[src/rtl/vga_tile_scheduler.sv]
// Tile framebuffer access scheduler: display prefetch, full-screen clear engine and host
// write port share one single-port RAM, with display reads always winning.
module vga_tile_scheduler #(
  parameter int COLS      = 80,
  parameter int ROWS      = 60,
  parameter int CELL_LOG2 = 3,
  parameter int H_ACTIVE  = 640,
  parameter int V_ACTIVE  = 480,
  parameter int ADDR_W    = 13
) (
  input  logic              clk,
  input  logic              rst_n,
  input  logic [9:0]        next_x,
  input  logic [9:0]        next_y,
  output logic [7:0]        color_out,
  input  logic              host_valid,
  output logic              host_ready,
  input  logic [ADDR_W-1:0] host_addr,
  input  logic [7:0]        host_data,
  input  logic              clear_start,
  input  logic [7:0]        clear_color,
  output logic              clear_busy,
  output logic              clear_done,
  output logic [ADDR_W-1:0] mem_addr,
  output logic [7:0]        mem_wdata,
  output logic              mem_we,
  input  logic [7:0]        mem_rdata
);

  localparam int CELLS = COLS * ROWS;
  localparam logic [ADDR_W-1:0] LAST_CELL = ADDR_W'(CELLS - 1);
  // Read three pixels before the cell boundary so the colour is ready as x enters the cell.
  localparam logic [CELL_LOG2-1:0] SLOT_PHASE = CELL_LOG2'((1 << CELL_LOG2) - 3);
  localparam logic [CELL_LOG2-1:0] LOAD_PHASE = '1;

  typedef enum logic {
    ST_IDLE,
    ST_CLEAR
  } state_t;

  state_t state_reg;
  state_t state_next;

  logic [ADDR_W-1:0] clr_cnt_reg;
  logic [7:0]        clr_col_reg;
  logic              done_reg;
  logic              done_next;
  logic              disp_q_reg;
  logic [7:0]        next_color_reg;
  logic [7:0]        color_out_reg;
  logic              clr_load;
  logic              clr_adv;

  logic              slot;
  logic [10:0]       y_inc;
  logic [10:0]       y_wrap;
  logic [ADDR_W-1:0] col_inc;
  logic [ADDR_W-1:0] col_sel;
  logic [ADDR_W-1:0] row_sel;
  logic [ADDR_W-1:0] disp_addr;

  assign slot = (int'(next_x) < H_ACTIVE) && (next_x[CELL_LOG2-1:0] == SLOT_PHASE);

  // Lookahead cell address; the last column of a line prefetches column 0 of the next line.
  always_comb begin
    y_inc   = {1'b0, next_y} + 11'd1;
    y_wrap  = (y_inc >= 11'(V_ACTIVE)) ? (y_inc - 11'(V_ACTIVE)) : y_inc;
    col_inc = ADDR_W'(next_x >> CELL_LOG2) + ADDR_W'(1);
    if (col_inc == ADDR_W'(COLS)) begin
      col_sel = '0;
      row_sel = ADDR_W'(y_wrap >> CELL_LOG2);
    end else begin
      col_sel = col_inc;
      row_sel = ADDR_W'(next_y >> CELL_LOG2);
    end
    disp_addr = row_sel * ADDR_W'(COLS) + col_sel;
  end

  always_ff @(posedge clk or negedge rst_n) begin
    if (!rst_n) begin
      state_reg <= ST_IDLE;
    end else begin
      state_reg <= state_next;
    end
  end

  always_comb begin
    state_next = state_reg;
    mem_we     = 1'b0;
    mem_addr   = disp_addr;
    mem_wdata  = host_data;
    host_ready = 1'b0;
    clr_load   = 1'b0;
    clr_adv    = 1'b0;
    done_next  = 1'b0;
    case (state_reg)
      ST_IDLE: begin
        host_ready = rst_n && !slot;
        if (host_valid && host_ready) begin
          mem_we    = 1'b1;
          mem_addr  = host_addr;
          mem_wdata = host_data;
        end
        if (clear_start) begin
          state_next = ST_CLEAR;
          clr_load   = 1'b1;
        end
      end
      ST_CLEAR: begin
        if (!slot) begin
          mem_we    = 1'b1;
          mem_addr  = clr_cnt_reg;
          mem_wdata = clr_col_reg;
          clr_adv   = 1'b1;
          if (clr_cnt_reg == LAST_CELL) begin
            state_next = ST_IDLE;
            done_next  = 1'b1;
          end
        end
      end
      default: state_next = ST_IDLE;
    endcase
    if (!rst_n) begin
      mem_we = 1'b0;
    end
  end

  always_ff @(posedge clk or negedge rst_n) begin
    if (!rst_n) begin
      clr_cnt_reg    <= '0;
      clr_col_reg    <= '0;
      done_reg       <= 1'b0;
      disp_q_reg     <= 1'b0;
      next_color_reg <= '0;
      color_out_reg  <= '0;
    end else begin
      disp_q_reg <= slot;
      if (disp_q_reg) begin
        next_color_reg <= mem_rdata;
      end
      if (next_x[CELL_LOG2-1:0] == LOAD_PHASE) begin
        color_out_reg <= next_color_reg;
      end
      if (clr_load) begin
        clr_cnt_reg <= '0;
        clr_col_reg <= clear_color;
      end else if (clr_adv) begin
        clr_cnt_reg <= clr_cnt_reg + ADDR_W'(1);
      end
      done_reg <= done_next;
    end
  end

  assign color_out  = color_out_reg;
  assign clear_busy = (state_reg == ST_CLEAR);
  assign clear_done = done_reg;

endmodule

[config.mk]
export PLATFORM = sky130hd
export DESIGN_NAME = vga_tile_scheduler
export DESIGN_NICKNAME = d
export VERILOG_FILES = /design/src/rtl/vga_tile_scheduler.sv
export SDC_FILE = /design/constraint.sdc
export NUM_CORES = 1
export LEC_CHECK = 0
export ABC_AREA = 1
export CAP_MARGIN = 20
export CORE_MARGIN = 1
export CORE_UTILIZATION = 44
export CTS_CLUSTER_DIAMETER = 150
export DETAILED_ROUTE_END_ITERATION = 8
export PLACE_DENSITY = 0.84
export REMOVE_ABC_BUFFERS = 1
export SLEW_MARGIN = 0
export SYNTH_ARGS = -nofsm -noshare
export SYNTH_HDL_FRONTEND = slang
export SYNTH_SLANG_ARGS = --single-unit
[constraint.sdc]
create_clock -name clk -period 5.6 [get_ports clk]
set_clock_uncertainty 0.15 [all_clocks]
set_input_delay 1.12 -clock clk [delete_from_list [all_inputs] [get_ports clk]]
set_output_delay 1.12 -clock clk [all_outputs]
set_load 0.05 [all_outputs]
==> metrics.txt <==
Placed Instances=723; Area growth, synth to finish=72.15%; Cell variety after synth=37; Final Util=0.8018; asr flop ratio synth=1.000; drt first-iter violations=613; Worst EP required=roughly 4.3 ns; final std cells w/o fill=766; largest net degree at the start of global routing=42; Mapped Area=0.003234 mm²; CORE AREA=0.006944 mm²; most frequent CP cell=nand2_2; unrepaired setup endpoints after global routing=yes; Largest register FFs=13; DIE AREA=0.007697 mm²; Placed Area=0.004782 mm²; Die X=87.74 µm; status=finished, violations left; DR vias=4,518; Final Cycle Share=1.166; Final GP Congestion=0.8938; Final ANT Viol Nets=0; initial antenna violation count=0; sequential fraction of the synthesis area=0.3095; slowest stage delay, CP=0.38 ns; HPWL Detailed=7.638 mm; Pleak=2.756 nW; ys flop type=dfrtp_1; Power Density=252.8 mW/mm²; initial core utilization=0.4658; Tot GR Track Use=0.3515; final setup violation count=5; fin. max-slew vios=0; Hold Crit Depth=2; crit-path max FO=5; Mean Syn Cell Area=6.766 µm²; CP startpoint kind=primary input; share of layout cells above drive strength 1=0.3299; flops & latches, synth=40; I/O Pins=between 90 and 100; worst reg-to-reg path cell count=6; Worst Tran Pin Value=0.7500 ns; min-delay worst type=reg2reg; design area=0.005568 mm²; Max-Slew Margin vs Limit=0.4982; Buffers & Inverters on Critical Path=7; Synth Instances=roughly 480; Pre-Repair DR Iteration Count=7; Root Buffer=clkbuf_8; clk buf depth=2; Post-synth EDFFs=0; final worst setup slack=-0.9284 ns; CTS tree=yes; routed vias/inst=roughly 6; clk slew on worst S/H paths=around 0.07 ns; drt wl/cell=19.82 µm; total grt overflow=0; CTS Buf Count=5; Worst path depth=28; H-tree Lvls=2; Critical Path AT=5.26 ns; Critical Path Sink Type=output port; Crit Path Category=in2out; Sink Count=40; fmax=153.2 MHz; VDD IR-drop max=0.0001811 V; Syn. warnings=0; Final min period=6.528 ns; final hold vios=0; first-pass GRT wire length=about 21 mm; CP max-delay cell=nand4_1; worst-skew pair later-pin latency=about 0.30 ns; family with the most delay on the worst path=simple AND/OR/NAND/NOR gates; Post-Route WL=15.18 mm; Die Ht=87.74 µm; # port buffers=93; vias in the first global route=~4,300; site row count=30; drt drc=0; failing checks=setup timing; max_cap viols=0; Final nets=751; antenna cells=0
kinds of logic after synthesis:
kind of cell / share of synthesized area
adder cells (fa/ha/maj): 0.08201
AND/OR/NAND/NOR: 0.3377
buffers and inverters: 0.1029
multiplexers: 0.003095
XOR/XNOR: 0.02166
flip-flops: 0.3095
AO/OA/AOI/OAI: 0.1431
power by group:
group | total [mW] | switching (mW) | internal (mW) | leakage [nW]
clock | 0.186 | 0.102 | 0.0848 | 0.0410
combinational | 0.816 | 0.484 | 0.332 | 2.21
sequential | 0.405 | 0.0537 | 0.351 | 0.500
metrics by stage:
| stage | setup TNS, ns | hold slack, ns | total power [mW] | worst slack, ns |
|---|---|---|---|---|
| 6_report | -3.041 | 0.3372 | 1.407 | -0.9284 |
| 5_1_grt | -4.058 | 0.3592 | 1.468 | -1.125 |
| 4_1_cts | -0.2679 | 0.3395 | 1.302 | -0.1601 |
| 3_5_place_dp | -3.889 | 0.3198 | 1.088 | -0.8152 |
| 3_3_place_gp | -2.966 | 0.3061 | 1.066 | -0.6314 |
| 2_1_floorplan | -2.000 | 0.2922 | 0.7929 | -0.5446 |
routing by layer:
layer | routed length [µm] | global-route usage | part of all wire
met3 | 1816 | 0.1056 | 0.12
met2 | 6993 | 0.5743 | 0.46
met4 | 1282 | 0.2474 | 0.084
met1 | 5033 | 0.3893 | 0.33
met5 | 52 | 0.03247 | 0.0034
worst paths after layout:
kind                              startpoint                end  slack, ns
worst max-delay path               next_y[6]       mem_addr[12]      -0.93
worst max register to register    clear_busy     clr_cnt_reg[0]       3.07
worst min-delay path            color_out[5]       color_out[5]       0.34
min in group asynchronous              rst_n  next_color_reg[4]       0.75
max in group asynchronous              rst_n     clr_col_reg[0]       4.18
worst min register to register  color_out[5]       color_out[5]       0.34
repair_timing:
item / CTS / global route
endpoints found under the setup margin: 7 / 8
hold buffers: 0 / 0
buffers inserted: 31 / 7
gates cloned: 0 / 0
pin swaps: 41 / 32
resized for setup: 100 / 53
area by class of cell:
cell class,count,area [µm²]
well taps,96,120.1
repair buffers,194,1765
clock buffers,6,72.57
inverters,73,276.5
clock inverters,1,5.005
fillers,392,1376
flip-flops and latches,40,1001
multi-input cells,356,2327
worst reg2reg max path, cell delays in order (launching register included):
cell,delay (ns)
dfrtp_1,0.52
nor2_1,0.64
inv_1,0.44
nand2_1,0.40
nor2_1,0.07
a21oi_1,0.14
inv_1,0.05
cells in the final DEF (no fill, tap or decap), types with 2 or more instances in the layout:
| cell type | instances |
|---|---|
| clkdlybuf4s15_2 | 2 |
| clkdlybuf4s50_1 | 65 |
| o21ai_0 | 30 |
| nand3_1 | 22 |
| o211ai_1 | 2 |
| xnor2_1 | 4 |
| nor2_4 | 6 |
| inv_1 | 59 |
| ha_1 | 7 |
| nor2_1 | 24 |
| buf_4 | 99 |
| o21ai_2 | 4 |
| or2_1 | 2 |
| clkbuf_8 | 5 |
| buf_12 | 8 |
| buf_2 | 4 |
| buf_6 | 9 |
| o32ai_1 | 2 |
| a21oi_1 | 11 |
| xor2_1 | 3 |
| nor2_2 | 6 |
| o21ai_1 | 5 |
| inv_2 | 13 |
| o22ai_1 | 4 |
| nor3_2 | 2 |
| nand3_2 | 9 |
| nand2_1 | 133 |
| nand2_4 | 4 |
| a22oi_1 | 10 |
| dfrtp_1 | 40 |
| clkdlybuf4s15_1 | 2 |
| dlygate4sd2_1 | 4 |
| a21oi_2 | 4 |
| o21ai_4 | 2 |
| ha_4 | 11 |
| nand4_1 | 9 |
| nand2_8 | 2 |
| nand3_4 | 5 |
| nand2_2 | 19 |
cells in the mapped netlist (5+ instances only):
master | number | share of area
inv_1 | 69 | 0.080
a21oi_1 | 15 | 0.023
nor2_1 | 30 | 0.035
nand3_2 | 5 | 0.015
nand2_1 | 156 | 0.18
a22oi_1 | 10 | 0.023
nand3_1 | 31 | 0.048
nand4_1 | 9 | 0.017
xnor2_1 | 5 | 0.014
ha_1 | 18 | 0.070
dfrtp_1 | 40 | 0.31
o21ai_0 | 37 | 0.057
No activity file was read; power rests on OpenSTA's default activity.
